==> src/rtl/pam_rx_frame_ctrl.sv <==
// Frame-level controller for the PAM receiver: sequences sync search, gates the aligned
// sample stream into the demodulator via a show-ahead FIFO. Optional macro: PAM_RX_ERR_CNT_EN.
module pam_rx_frame_ctrl #(
  parameter int AD_CVER_WIDTH   = 12,
  parameter int LENGTH_DATA     = 1024,
  parameter int TIMEOUT_CYCLES  = 4096,
  parameter int GAP_CYCLES      = 8,
  parameter int FIFO_DEPTH      = 4,
  parameter int FRAME_CNT_WIDTH = 8
) (
  input  logic                       clk,
  input  logic                       arst_n,
  input  logic                       cfg_start,
  input  logic                       cfg_abort,
  input  logic [FRAME_CNT_WIDTH-1:0] cfg_num_frames,
  output logic                       sync_search_en,
  input  logic                       sync_lock,
  input  logic                       ad_valid,
  input  logic [AD_CVER_WIDTH-1:0]   ad_data,
  input  logic                       demod_ready,
  output logic                       demod_valid,
  output logic [AD_CVER_WIDTH-1:0]   demod_data,
  output logic                       demod_last,
  output logic                       busy,
  output logic                       frame_done,
  output logic                       run_done,
  output logic                       timeout_err,
  output logic                       ovf_err,
  output logic [FRAME_CNT_WIDTH-1:0] frame_cnt,
  output logic [15:0]                err_cnt
);

  localparam int AW = $clog2(FIFO_DEPTH);
  localparam int TW = (TIMEOUT_CYCLES > 1) ? $clog2(TIMEOUT_CYCLES) : 1;
  localparam int SW = (LENGTH_DATA > 1) ? $clog2(LENGTH_DATA) : 1;
  localparam int GW = (GAP_CYCLES > 1) ? $clog2(GAP_CYCLES) : 1;
  localparam int DW = AD_CVER_WIDTH + 1;

  typedef enum logic [2:0] {S_IDLE, S_SEARCH, S_PAYLOAD, S_GAP, S_DONE} state_t;

  state_t state, state_nxt;

  logic [TW-1:0]              tmo_cnt;
  logic [SW-1:0]              smp_cnt;
  logic [GW-1:0]              gap_cnt;
  logic [FRAME_CNT_WIDTH-1:0] num_frames_q;
  logic [FRAME_CNT_WIDTH-1:0] frame_cnt_nxt;

  logic start_acc, tmo_hit, smp_last, gap_elapsed;
  logic push_req, push, pop, drop, frame_end, last_frame;

  // FIFO storage and pointers (one extra pointer bit distinguishes full from empty)
  logic [DW-1:0] mem [FIFO_DEPTH];
  logic [AW:0]   wr_ptr, rd_ptr, fifo_count;
  logic          fifo_empty, fifo_full;
  logic [DW-1:0] rd_word;

  assign start_acc     = (state == S_IDLE) && cfg_start && !cfg_abort;
  assign tmo_hit       = (state == S_SEARCH) && (tmo_cnt == TW'(TIMEOUT_CYCLES - 1));
  assign smp_last      = (smp_cnt == SW'(LENGTH_DATA - 1));
  assign gap_elapsed   = (gap_cnt == GW'(GAP_CYCLES - 1));
  assign push_req      = (state == S_PAYLOAD) && ad_valid && !cfg_abort;
  assign frame_end     = (state == S_GAP) && gap_elapsed && fifo_empty && !cfg_abort;
  assign frame_cnt_nxt = frame_cnt + 1'b1;
  assign last_frame    = (num_frames_q != '0) && (frame_cnt_nxt == num_frames_q);

  assign fifo_count = wr_ptr - rd_ptr;
  assign fifo_empty = (wr_ptr == rd_ptr);
  assign fifo_full  = (fifo_count == (AW+1)'(FIFO_DEPTH));
  assign pop        = !fifo_empty && demod_ready;
  assign push       = push_req && (!fifo_full || pop);
  assign drop       = push_req && fifo_full && !pop;

  // NOTE: sequential state uses non-blocking assignments so every register samples pre-edge values.
  always_ff @(posedge clk or negedge arst_n) begin
    if (!arst_n) state <= S_IDLE;
    else         state <= state_nxt;
  end

  // NOTE: every always_comb output gets a default first, so no path can infer a latch.
  always_comb begin
    state_nxt = state;
    if (cfg_abort) begin
      state_nxt = S_IDLE;
    end else begin
      case (state)
        S_IDLE:    if (cfg_start) state_nxt = S_SEARCH;
        S_SEARCH:  if (sync_lock) state_nxt = S_PAYLOAD;
        S_PAYLOAD: if (push_req && smp_last) state_nxt = S_GAP;
        S_GAP:     if (frame_end) state_nxt = last_frame ? S_DONE : S_SEARCH;
        S_DONE:    state_nxt = S_IDLE;
        default:   state_nxt = S_IDLE;
      endcase
    end
  end

  always_comb begin
    busy           = (state != S_IDLE);
    sync_search_en = (state == S_SEARCH);
    run_done       = (state == S_DONE);
  end

  // Per-state counters restart from zero on every state entry and on abort
  always_ff @(posedge clk or negedge arst_n) begin
    if (!arst_n) begin
      tmo_cnt <= '0;
      smp_cnt <= '0;
      gap_cnt <= '0;
    end else begin
      if (cfg_abort || state != S_SEARCH || sync_lock || tmo_hit) tmo_cnt <= '0;
      else                                                        tmo_cnt <= tmo_cnt + 1'b1;

      if (cfg_abort || state != S_PAYLOAD) smp_cnt <= '0;
      else if (push_req)                   smp_cnt <= smp_last ? '0 : smp_cnt + 1'b1;

      if (cfg_abort || state != S_GAP) gap_cnt <= '0;
      else if (!gap_elapsed)           gap_cnt <= gap_cnt + 1'b1;
    end
  end

  always_ff @(posedge clk or negedge arst_n) begin
    if (!arst_n) begin
      timeout_err  <= 1'b0;
      ovf_err      <= 1'b0;
      frame_done   <= 1'b0;
      frame_cnt    <= '0;
      num_frames_q <= '0;
    end else begin
      timeout_err <= tmo_hit && !sync_lock && !cfg_abort;
      ovf_err     <= drop;
      frame_done  <= frame_end;
      if (start_acc) begin
        num_frames_q <= cfg_num_frames;
        frame_cnt    <= '0;
      end else if (frame_end) begin
        frame_cnt <= frame_cnt_nxt;
      end
    end
  end

  always_ff @(posedge clk or negedge arst_n) begin
    if (!arst_n) begin
      wr_ptr <= '0;
      rd_ptr <= '0;
    end else if (cfg_abort) begin
      wr_ptr <= '0;
      rd_ptr <= '0;
    end else begin
      if (push) wr_ptr <= wr_ptr + 1'b1;
      if (pop)  rd_ptr <= rd_ptr + 1'b1;
    end
  end

  // NOTE: the storage array has no reset; outputs are masked while empty, so stale words never escape.
  always_ff @(posedge clk) begin
    if (push) mem[wr_ptr[AW-1:0]] <= {smp_last, ad_data};
  end

  assign rd_word     = mem[rd_ptr[AW-1:0]];
  assign demod_valid = !fifo_empty;
  assign demod_data  = fifo_empty ? '0 : rd_word[AD_CVER_WIDTH-1:0];
  assign demod_last  = fifo_empty ? 1'b0 : rd_word[DW-1];

`ifdef PAM_RX_ERR_CNT_EN
  logic [7:0] tmo_ecnt, ovf_ecnt;

  // Saturating error tallies survive an abort so software can still read them afterwards
  always_ff @(posedge clk or negedge arst_n) begin
    if (!arst_n) begin
      tmo_ecnt <= '0;
      ovf_ecnt <= '0;
    end else if (start_acc) begin
      tmo_ecnt <= '0;
      ovf_ecnt <= '0;
    end else begin
      if (timeout_err && tmo_ecnt != 8'hFF) tmo_ecnt <= tmo_ecnt + 1'b1;
      if (ovf_err && ovf_ecnt != 8'hFF)     ovf_ecnt <= ovf_ecnt + 1'b1;
    end
  end

  assign err_cnt = {tmo_ecnt, ovf_ecnt};
`else
  assign err_cnt = '0;
`endif

endmodule
==> config.mk <==
export PLATFORM = sky130hd
export DESIGN_NAME = pam_rx_frame_ctrl
export DESIGN_NICKNAME = d
export VERILOG_FILES = /design/src/rtl/pam_rx_frame_ctrl.sv
export SDC_FILE = /design/constraint.sdc
export NUM_CORES = 1
export LEC_CHECK = 0
export ABC_CLOCK_PERIOD_IN_PS = 3100
export CAP_MARGIN = 20
export CORE_MARGIN = 2
export CORE_UTILIZATION = 49
export DETAILED_ROUTE_END_ITERATION = 12
export PLACE_DENSITY = 0.76
export SYNTH_ARGS = -nofsm -noshare
export SYNTH_HDL_FRONTEND = slang
export SYNTH_SLANG_ARGS = --single-unit
==> constraint.sdc <==
create_clock -name clk -period 3.1 [get_ports clk]
set_clock_uncertainty 0.2 [all_clocks]
set_input_delay 0.62 -clock clk [delete_from_list [all_inputs] [get_ports clk]]
set_output_delay 0.62 -clock clk [all_outputs]
set_load 0.05 [all_outputs]
Yosys cells after proc, flatten, opt, wreduce, memory -nomap -nowiden
Memories as Yosys holds them, arrays and structs flattened.
Cells that the tools add are included.
- register bits: 53
- bits in writable memories: 52
- bits of input ports: 27
- memories: 1
- memory list (memory ; words ; bits a word ; read ports ; clocked after memory_dff ; wr ports ; line ; text):
    mem ; 4 ; 13 ; 1 ; 0 ; 1 ; 53 ; logic [DW-1:0] mem [FIFO_DEPTH];
- $add $sub $neg: 7
- equality and inequality tests: 18
- mux-type cells: 23
- reduce and logical (&&, ||, !) cells: 35
- operators with widths (cell ; count):
    3-bit two-way mux ; 12
    10-bit two-way mux ; 3
    12-bit two-way mux ; 2
    1-bit logical AND ; 16
    8-bit two-way mux ; 2
    12-bit by 1-bit adder with 12-bit output (second input constant) ; 1
    12-bit equality test (second input constant) ; 1
    3-bit by 2-bit inequality test with 1-bit output (second input constant) ; 4
    3-bit one-hot mux with 4 select lines ; 1
    10-bit by 1-bit adder with 10-bit output (second input constant) ; 1
    10-bit equality test (second input constant) ; 1
    3-bit by 1-bit adder with 3-bit output (second input constant) ; 3
    3-bit equality test (second input constant) ; 3
    8-bit by 1-bit adder with 8-bit output (second input constant) ; 1
    8-bit equality test ; 1
    2-bit nonzero test ; 4
    8-bit nonzero test ; 1
    3-bit by 2-bit equality test with 1-bit output (second input constant) ; 2
    1-bit logical OR ; 6
    3-bit inequality test (second input constant) ; 2
    1-bit logical NOT ; 5
    4-bit AND reduction ; 1
    3-bit by 1-bit equality test with 1-bit output (second input constant) ; 1
    3-bit equality test ; 1
    other kinds (6) ; 8

Depth between registers and ports, before layout
Gate-level depths: netlist of run 1.
- depth after elaboration: 7
- depth in mapped cells: 8

Least setup slack after synthesis of run 1
OpenSTA, ideal clock, no wires.
- path kind: reg-to-output
- from: register rd_ptr[1]
- to: output port demod_data[10]
- arrival time: 2.535 ns
- required time: 2.280 ns
- path slack: -0.255 ns
- stages on the path, launching flop included: 8
- path through: dfrtp_1 -> clkbuf_1 -> inv_1 -> ha_1 -> and2_1 -> nand2_1 -> clkbuf_1 -> and2_1
- cells in the longest elaborated chain, start to end: 2
- RTL lines (what ; line ; text):
    from (decl) ; 54 ; logic [AW:0] wr_ptr, rd_ptr, fifo_count;
    from (signal assigned) ; 150 ; if (pop) rd_ptr <= rd_ptr + 1'b1;
    memory 4 x 13 bit / 3-bit equality test (equally long branches) ; n/a ;
    12-bit two-way mux (*) ; 161 ; assign demod_data = fifo_empty ? '0 : rd_word[AD_CVER_WIDTH-1:0];
    to (decl) ; 22 ; output logic [AD_CVER_WIDTH-1:0] demod_data,
Every way passes the cells marked *; elsewhere a longest branch is shown, timed or not.

Worst setup path in the final report of run 1
- from: register wr_ptr[0]
- to: output port demod_data[8]
- cells in the longest elaborated chain, start to end: 2
- RTL lines (what ; line ; text):
    from (decl) ; 54 ;
    from (signal assigned) ; 149 ; if (push) wr_ptr <= wr_ptr + 1'b1;
    3-bit equality test ; 68 ; assign fifo_empty = (wr_ptr == rd_ptr);
    12-bit two-way mux ; 161 ;
Every way passes these cells.

==> results of run 1 <==
## area by class of cell
class / count / area [µm²]
clock inverter: 7 / 95.09
multi-input combinational: 267 / 1926
fill: 784 / 3800
clock buffer: 9 / 123.9
sequential: 105 / 2888
tap: 133 / 166.4
timing repair buffer: 67 / 775.7
inverter: 12 / 45.04
## Yosys cell counts (7+ instances only)
master    number  area share, %
dfrtp_1       53             27
nand2_1       18            1.4
inv_1         12           0.91
nor3_1         7           0.71
and2_1        16            2.0
nor2_1        36            2.7
xor2_1        14            2.5
mux4_2        13            5.9
ha_1          12            3.0
o21ai_0       10            1.0
a21oi_1       10            1.0
nand3_1       23            2.3
mux2_2        10            2.3
edfxtp_1      52             31
buf_4         16            2.4
o21ai_1       11            1.1
xnor2_1       11            1.9
## state kept, by name, indices dropped and copies added, names as in the netlist
| register | flops |
|---|---|
| frame_cnt | 8 |
| frame_done | 1 |
| gap_cnt | 3 |
| mem | 52 |
| num_frames_q | 8 |
| ovf_err | 1 |
| rd_ptr | 3 |
| smp_cnt | 10 |
| state | 3 |
| timeout_err | 1 |
| tmo_cnt | 12 |
| wr_ptr | 3 |
## worst max-delay path, delay by kind of cell, from the launching register on
| kind | cells | cell delay, ps |
|---|---|---|
| simple gates | 3 | 730 |
| flops | 1 | 410 |
| fa+ha+maj | 1 | 310 |
| buf+inv | 2 | 260 |
## stage by stage
step | hold WS (ps) | util (%)
2_1_floorplan | 124.4 | -
3_3_place_gp | 262.6 | 58.95
3_5_place_dp | 280.3 | 58.95
4_1_cts | 296.5 | 61.30
5_1_grt | 320.4 | 61.30
6_report | 291.0 | 61.30
## power by group
part	internal [W]	switching, W	total [W]
sequential	0.00154	0.0000811	0.00162
combinational	0.000266	0.000318	0.000584
clock	0.000401	0.000527	0.000928
total	0.00220	0.000927	0.00313
## worst paths after layout
kind / to / cells after the start / start / slack [ps]
max: demod_data[8] / 6 / wr_ptr[0] / 190
max reg2reg: smp_cnt[3] / 6 / smp_cnt[0] / 760
min reg2reg: tmo_cnt[0] / 1 / tmo_cnt[0] / 290
min: tmo_cnt[0] / 1 / tmo_cnt[0] / 290
max in group asynchronous: tmo_cnt[10] / 3 / arst_n / 1560
min in group asynchronous: num_frames_q[4] / 2 / arst_n / 500
## cell families (layout without fill, tap and decap cells)
| logic type | Yosys count | count (layout) | share of synthesized area (%) |
|---|---|---|---|
| multiplexers | 25 | 25 | 8.564 |
| AND/OR/NAND/NOR | 139 | 139 | 14.69 |
| XOR/XNOR | 27 | 27 | 5.189 |
| flip-flops | 105 | 105 | 58.14 |
| adder cells (fa/ha/maj) | 12 | 12 | 3.023 |
| buffers and inverters | 40 | 95 | 4.383 |
| AO/OA/AOI/OAI | 48 | 48 | 5.945 |
| other | 1 | 16 | 0.07549 |
## cells in the final DEF, fill, tap and decap left out, types with 13 or more instances in the layout
cell	synthesis	final
dfrtp_1	53	53
edfxtp_1	52	52
clkdlybuf4s50_1	0	39
nor2_1	36	36
nand3_1	23	23
nand2_1	18	17
and2_1	16	16
conb_1	1	16
xor2_1	14	14
buf_12	0	14
mux4_2	13	13
## layer usage
metal	share of wire [%]	GRT usage, %
met3	4.3	3.306
met2	50	30.72
met1	44	23.99
met4	1.5	5.905
met5	0	0
## timing repair
| item | in CTS | in global routing |
|---|---|---|
| hold buffers | 1 | 0 |
| hold endpoints to repair | 15 | 0 |
| gates resized for setup | 1 | 0 |
| endpoints found under the setup margin | 10 | 0 |
==> flow_metrics.env, run 1 <==
export IMPL_clkSinkCount=105
export IMPL_dp_cells=583
export IMPL_status="finished clean"
export IMPL_hpwl_mm=6.570
export IMPL_drt_initial_drc_count=125
export IMPL_fp_dieW_um=104.7
export IMPL_synth_edf_count=52
export IMPL_dr_pass1_iters=5
export IMPL_rows=36
export IMPL_root_buffer="clkbuf_8"
export IMPL_final_cells=600
export IMPL_drive_gt1_share_pct=15.63
export IMPL_final_cell_area_um2=6020
export IMPL_finalHoldViolCount=0
export IMPL_grt_overflow=0
export IMPL_wire_per_inst_um=15.53
export IMPL_htreeDepth=3
export IMPL_arrival_ps=2090
export IMPL_initial_core_util_pct=50.59
export IMPL_die_area_um2=10960
export IMPL_synth_ff_latch_count=105
export IMPL_max_cap_viol_count=0
export IMPL_tns_ps=0
export IMPL_postCtsSetupRepairBufs=0
export IMPL_setup_viol=0
export IMPL_postSynthAreaPerCell_um2=12.51
export IMPL_die_h_um=104.7
export IMPL_portBuffers=54
export IMPL_cts_clk_slew_worst_paths_ps=110
export IMPL_dp_slack_ps=287.7
export IMPL_synthToLayoutAreaGrowth_pct=21.18
export IMPL_cpMostUsedCell="and2_1"
export IMPL_diodes=0
export IMPL_postPlaceCellArea_um2=5788
export IMPL_slew_violations=0
export IMPL_fin_ws_ps=185.7
export IMPL_wirelength_mm=9.316
export IMPL_insertion_delay_ps=380
export IMPL_place_gp_congestion=0.8065
export IMPL_ys_seq_area_share_pct=58.14
export IMPL_max_freq_ghz=0.3431
export IMPL_async_flop_share_pct=50.48
export IMPL_path_cells="inv_1 -> ha_1 -> and2_1 -> nand2_2 -> and2_1 -> buf_12"
export IMPL_cts_tree="done"
export IMPL_grtUsageTotal_pct=18.20
export IMPL_fp_coreArea_um2=9819
export IMPL_vias=3310
export IMPL_grt_pass1_vias=3315
export IMPL_min_period_ps=2914
export IMPL_critPathKind="reg -> out"
export IMPL_crit_path_start_kind="register"
export IMPL_worst_slew_pin_slew_ps=577.3
export IMPL_drc=0
export IMPL_syn_inst=397
export IMPL_grt_max_degree=24
export IMPL_crit_path_max_incr_delay_ps=410
export IMPL_numCtsBuffers=9
export IMPL_critPathMaxFanout=17
export IMPL_p_leak_nw=2.352
export IMPL_p_per_area_nw_per_um2=519.7
export IMPL_syn_area_um2=4967
export IMPL_cts_max_path_buffers=2
export IMPL_ys_flop_type="dfrtp_1"
export IMPL_yosys_warnings=0
export IMPL_grt_pass1_wl_mm=15.94
export IMPL_fin_nets=501
export IMPL_power_w=0.003128
export IMPL_slew_headroom_pct=61.30
export IMPL_critPathSlowestCell="dfrtp_1"
export IMPL_period_share_pct=94.01
export IMPL_ant_nets=0
export IMPL_ios=71
export IMPL_rsz0062_at_grt="false"
export IMPL_vdd_drop_max_v=0.0004126
export IMPL_synth_cell_type_count=49
export IMPL_critPathRequiredTime_ps=2280
export IMPL_hold_class="reg -> reg"
export IMPL_viasPerCell=5.517
export IMPL_grt_antenna_before_repair=0
export IMPL_cp_end_kind="output port"
Note: power is estimated with default switching activity, not from simulation.
==> inputs of run 2 (changes only) <==
--- a/config.mk
+++ b/config.mk
@@ -5,9 +5,8 @@
 export SDC_FILE = /design/constraint.sdc
 export NUM_CORES = 1
 export LEC_CHECK = 0
-export ABC_CLOCK_PERIOD_IN_PS = 3100
+export ABC_CLOCK_PERIOD_IN_PS = 2600
 export CAP_MARGIN = 20
-export CORE_MARGIN = 2
 export CORE_UTILIZATION = 49
 export DETAILED_ROUTE_END_ITERATION = 12
 export PLACE_DENSITY = 0.76
==> constraint.sdc (replaced) <==
create_clock -name clk -period 2.6 [get_ports clk]
set_clock_uncertainty 0.2 [all_clocks]
set_input_delay 0.52 -clock clk [delete_from_list [all_inputs] [get_ports clk]]
set_output_delay 0.52 -clock clk [all_outputs]
set_load 0.05 [all_outputs]
==> flow_metrics.env, run 2 (synthesized netlist as in run 1, its figures left out) <==
export IMPL_crit_path_start_kind="register"
export IMPL_status="finished clean"
export IMPL_cts_tree="done"
export IMPL_grt_overflow=0
export IMPL_pwr_share_seq_pct=54.8
export IMPL_initial_core_util_pct=50.59
export IMPL_p_per_area_nw_per_um2=576.9
export IMPL_hpwl_mm=6.392
export IMPL_drt_initial_drc_count=154
export IMPL_dp_cells=589
export IMPL_path_cells="ha_1 -> and2_4 -> nand2_1 -> buf_6 -> and2_2 -> buf_12"
export IMPL_fin_ws_ps=57.28
export IMPL_cts_max_path_buffers=2
export IMPL_wirelength_mm=8.937
export IMPL_critPathSlowestCell="dfrtp_2"
export IMPL_vdd_drop_max_v=0.0003521
export IMPL_setup_viol=0
export IMPL_final_cells=608
export IMPL_crit_start="rd_ptr[0]"
export IMPL_grt_max_degree=54
export IMPL_fp_coreArea_um2=9819
export IMPL_ios=71
export IMPL_period_share_pct=97.80
export IMPL_final_core_util_pct=62.12
export IMPL_critPathKind="reg -> out"
export IMPL_max_cap_viol_count=0
export IMPL_final_cell_area_um2=6100
export IMPL_cts_hold_buf=0
export IMPL_finalHoldViolCount=0
export IMPL_crit_family="flip-flops"
export IMPL_slew_violations=0
export IMPL_fp_dieW_um=102.7
export IMPL_worst_slew_pin_slew_ps=638.8
export IMPL_switching_power_w=0.001001
export IMPL_grtUsageTotal_pct=18.47
export IMPL_dp_slack_ps=93.94
export IMPL_grt_pass1_vias=3065
export IMPL_place_gp_congestion=0.7834
export IMPL_rsz0062_at_grt="true"
export IMPL_die_h_um=102.7
export IMPL_numCtsBuffers=9
export IMPL_regToRegStartpoint="frame_cnt[0]"
export IMPL_drc=0
export IMPL_diodes=0
export IMPL_power_w=0.003519
export IMPL_slew_headroom_pct=57.42
export IMPL_grt_antenna_before_repair=0
export IMPL_min_period_ps=2543
export IMPL_arrival_ps=1820
export IMPL_wire_per_inst_um=14.70
export IMPL_drive_gt1_share_pct=19.58
export IMPL_dr_pass1_iters=7
export IMPL_clkSinkCount=105
export IMPL_postPlaceCellArea_um2=5891
export IMPL_crit_path_max_incr_delay_ps=450
export IMPL_p_leak_nw=2.395
export IMPL_portBuffers=54
export IMPL_fill_cells=788
export IMPL_root_buffer="clkbuf_8"
export IMPL_ant_nets=0
export IMPL_vias=3205
export IMPL_critPathMaxFanout=15
export IMPL_cts_clk_slew_worst_paths_ps=100
export IMPL_swShare_pct=28.45
export IMPL_viasPerCell=5.271
export IMPL_grt_pass1_wl_mm=14.63
export IMPL_p_int_w=0.002518
export IMPL_p_clk_share_pct=25.0
export IMPL_worst_path_buf_inv=2
export IMPL_final_cell_mix="dfrtp_1, edfxtp_1, nor2_1, clkdlybuf4s50_1, nand3_1"
export IMPL_synthToLayoutAreaGrowth_pct=22.80
export IMPL_fin_nets=509
export IMPL_cp_end_kind="output port"
export IMPL_p_comb_share_pct=20.2
export IMPL_largest_reg_flops=52
export IMPL_die_area_um2=10540
export IMPL_hold_class="in -> async"
export IMPL_critPathRequiredTime_ps=1880
export IMPL_rows=36
export IMPL_htreeDepth=3
export IMPL_insertion_delay_ps=360
export IMPL_max_freq_ghz=0.3933
[run 2: changes by cell type in the layout (fill, tap and decap cells not counted), sizes merged]
cell,before,now
dlygate4sd2,0,1
dlygate4sd3,1,0
inv,17,13
clkinv,1,2
clkdlybuf4s50,39,36
clkinvlp,0,1
clkbuf,9,12
buf,27,38
bufinv,1,0
[run 2: path summary, 6_finish.rpt]
path	endpoint	slack, ps	cells past startpoint
max in group asynchronous	rd_ptr[0]	1690	2
setup reg to reg	state[2]	420	6
min in group clk	tmo_cnt[0]	310	1
hold / removal	num_frames_q[2]	60	2
setup / recovery	demod_data[9]	60	6
hold reg to reg	tmo_cnt[0]	310	1
[run 2: area by class of cell]
cell class | count | area [µm²] | area share (%)
Tap cell | 133 | 166.4 | 2.728
Multi-Input combinational cell | 267 | 1941 | 31.82
Clock buffer | 12 | 135.1 | 2.215
Clock inverter | 4 | 30.03 | 0.4923
Sequential cell | 105 | 2889 | 47.36
Inverter | 12 | 45.04 | 0.7385
Timing Repair Buffer | 75 | 893.4 | 14.65
[run 2: metrics by stage]
| step | hold slack (ps) | TNS (ps) |
|---|---|---|
| after floorplan | 24.41 | -337.3 |
| after global placement | 267.7 | 0 |
| after detailed placement | 298.5 | 0 |
| after CTS | 80.87 | 0 |
| after global routing | 121.0 | -220.7 |
| final | 59.45 | 0 |
[run 2: metal layers]
metal | GRT usage, % | wire length (µm) | part of all wire [%] | vias up
li1 | - | - | - | 1562
met1 | 22.48 | 3726 | 42 | 1544
met2 | 32.72 | 4697 | 53 | 86
met3 | 3.458 | 384 | 4.3 | 13
met4 | 6.923 | 129 | 1.4 | 0
met5 | 0 | 0 | 0 | -
[run 2: what timing repair did]
item | in CTS | in global routing
setup buffers | 3 | 0
pin swaps | 0 | 0
endpoints found under the hold margin | 0 | 0
gates resized for setup | 8 | 1
cloned | 0 | 0
endpoints found under the setup margin | 14 | 12
[run 2: power groups by stage]
stage | Clock [W] | Sequential [W] | Combinational [W]
after global placement | 0 | 0.00196 | 0.000694
after detailed placement | 0 | 0.00196 | 0.000710
after CTS | 0.000908 | 0.00193 | 0.000720
after floorplan | 0 | 0.00193 | 0.000507
final | 0.000879 | 0.00193 | 0.000712
after global routing | 0.000979 | 0.00195 | 0.000773
==> inputs of run 3 (changes only) <==
--- a/config.mk
+++ b/config.mk
@@ -9,7 +9,7 @@
 export CAP_MARGIN = 20
 export CORE_UTILIZATION = 49
 export DETAILED_ROUTE_END_ITERATION = 12
-export PLACE_DENSITY = 0.76
+export PLACE_DENSITY = 0.81
 export SYNTH_ARGS = -nofsm -noshare
 export SYNTH_HDL_FRONTEND = slang
 export SYNTH_SLANG_ARGS = --single-unit
==> flow_metrics.env, run 3 (synthesized netlist as in run 1, its figures left out) <==
export IMPL_die_area_um2=10540
export IMPL_grt_pass1_vias=3306
export IMPL_rsz0062_at_grt="true"
export IMPL_fin_hold_ws_ps=61.56
export IMPL_arrival_ps=1840
export IMPL_dr_pass1_iters=4
export IMPL_p_per_area_nw_per_um2=585.9
export IMPL_cts_tree="done"
export IMPL_ant_nets=0
export IMPL_synthToLayoutAreaGrowth_pct=25.19
export IMPL_htreeDepth=3
export IMPL_status="finished clean"
export IMPL_final_common_cell="dfrtp_1"
export IMPL_grtUsageMet1_pct=23.34
export IMPL_max_freq_ghz=0.3911
export IMPL_grtUsageTotal_pct=19.53
export IMPL_grt_use_met3_pct=4.271
export IMPL_clkSinkCount=105
export IMPL_fill_cells=754
export IMPL_ios=71
export IMPL_slew_violations=0
export IMPL_wirelength_mm=9.607
export IMPL_critPathMaxFanout=7
export IMPL_final_cell_mix="dfrtp_1, edfxtp_1, nor2_1, clkdlybuf4s50_1, buf_4"
export IMPL_cts_clk_slew_worst_paths_ps=90
export IMPL_busiest_layer="met2"
export IMPL_finalHoldViolCount=0
export IMPL_fp_coreArea_um2=9819
export IMPL_wire_per_inst_um=15.55
export IMPL_setup_viol=0
export IMPL_hold_class="in -> async"
export IMPL_period_share_pct=98.33
export IMPL_p_leak_nw=2.471
export IMPL_diodes=0
export IMPL_place_gp_congestion=0.8208
export IMPL_cp_end_kind="output port"
export IMPL_final_cell_area_um2=6218
export IMPL_vdd_drop_max_v=0.0005446
export IMPL_drt_initial_drc_count=128
export IMPL_max_cap_viol_count=0
export IMPL_vias=3342
export IMPL_portBuffers=54
export IMPL_grt_overflow=0
export IMPL_multi_input_area_um2=1966
export IMPL_crit_path_start_kind="register"
export IMPL_grt_pass1_wl_mm=15.42
export IMPL_min_period_ps=2557
export IMPL_viasPerCell=5.408
export IMPL_critPathRequiredTime_ps=1880
export IMPL_grt_antenna_before_repair=0
export IMPL_initial_core_util_pct=50.59
export IMPL_grt_use_met2_pct=35.03
export IMPL_worst_slew_pin_slew_ps=649.0
export IMPL_postPlaceCellArea_um2=5921
export IMPL_grt_max_degree=54
export IMPL_slew_headroom_pct=56.73
export IMPL_rows=36
export IMPL_fp_dieW_um=102.7
export IMPL_tns_ps=0
export IMPL_fin_nets=519
export IMPL_insertion_delay_ps=360
export IMPL_die_h_um=102.7
export IMPL_root_buffer="clkbuf_8"
export IMPL_largest_reg_flops=52
export IMPL_drc=0
export IMPL_critPathKind="reg -> out"
export IMPL_numCtsBuffers=9
export IMPL_cts_max_path_buffers=2
export IMPL_seq_area_um2=2888
export IMPL_drive_gt1_share_pct=21.86
export IMPL_hpwl_mm=6.676
[run 3: changes by cell type in the layout (fill, tap and decap cells not counted), sizes merged]
cell and change:
clkinv +1, bufinv +1, dlymetal6s2s +1, clkbuf -2, dlygate4sd2 -1, clkinvlp +1
buf +10, inv -1
[run 3: worst paths after layout]
check	startpoint	end	slack (ps)	depth (start not counted)
worst max-delay path	rd_ptr[0]	demod_data[9]	40	6
worst min-delay path	arst_n	num_frames_q[3]	60	2
worst max register to register	frame_cnt[0]	state[2]	400	6
worst min register to register	tmo_cnt[0]	tmo_cnt[0]	290	1
max in group asynchronous	arst_n	smp_cnt[9]	1710	2
min in group clk	tmo_cnt[0]	tmo_cnt[0]	290	1
[run 3: where the power goes]
| group | switching [W] | leakage (nW) | internal (W) | total (W) |
|---|---|---|---|---|
| logic | 0.000414 | 1.19 | 0.000366 | 0.000781 |
| registers | 0.0000806 | 1.20 | 0.00183 | 0.00191 |
| clock network | 0.000514 | 0.0875 | 0.000438 | 0.000952 |
| total | 0.00101 | 2.47 | 0.00263 | 0.00364 |
[run 3: final cells by class]
| class | count | area share, % |
|---|---|---|
| well taps | 133 | 2.676 |
| clock buffers | 10 | 2.052 |
| flip-flops and latches | 105 | 46.44 |
| repair buffers | 85 | 15.55 |
| multi-input cells | 267 | 31.61 |
| clock inverters | 6 | 0.9457 |
| inverters | 12 | 0.7243 |
[run 3: worst max-delay path, cell delays in order, from the launching register on]
cell and delay, ps:
dfrtp_1 440, ha_1 310, and2_4 170, nand2_4 60, buf_4 180, and2_4 170
buf_12 140
[run 3: timing repair]
action,CTS,global route
gates resized for setup,8,14
pin swaps,0,3
buffers inserted,5,3
cloned,0,1
hold buffers,0,0
setup endpoints to repair,13,15
[run 3: per-stage QoR]
step,total power (W),setup WS [ps],cells,util [%]
floorplan,0.002438,-42.16,412,-
global placement,0.002667,157.4,593,60.30
detailed placement,0.002693,34.78,593,60.30
CTS,0.003656,0.6126,614,62.77
global route,0.003811,-21.19,618,63.33
finish,0.003644,43.40,618,63.33
[run 3: layer usage]
layer / wire [µm] / vias to the layer above
li1: - / 1569
met1: 3953 / 1672
met2: 5164 / 88
met3: 373 / 13
met4: 116 / 0
met5: 0 / -
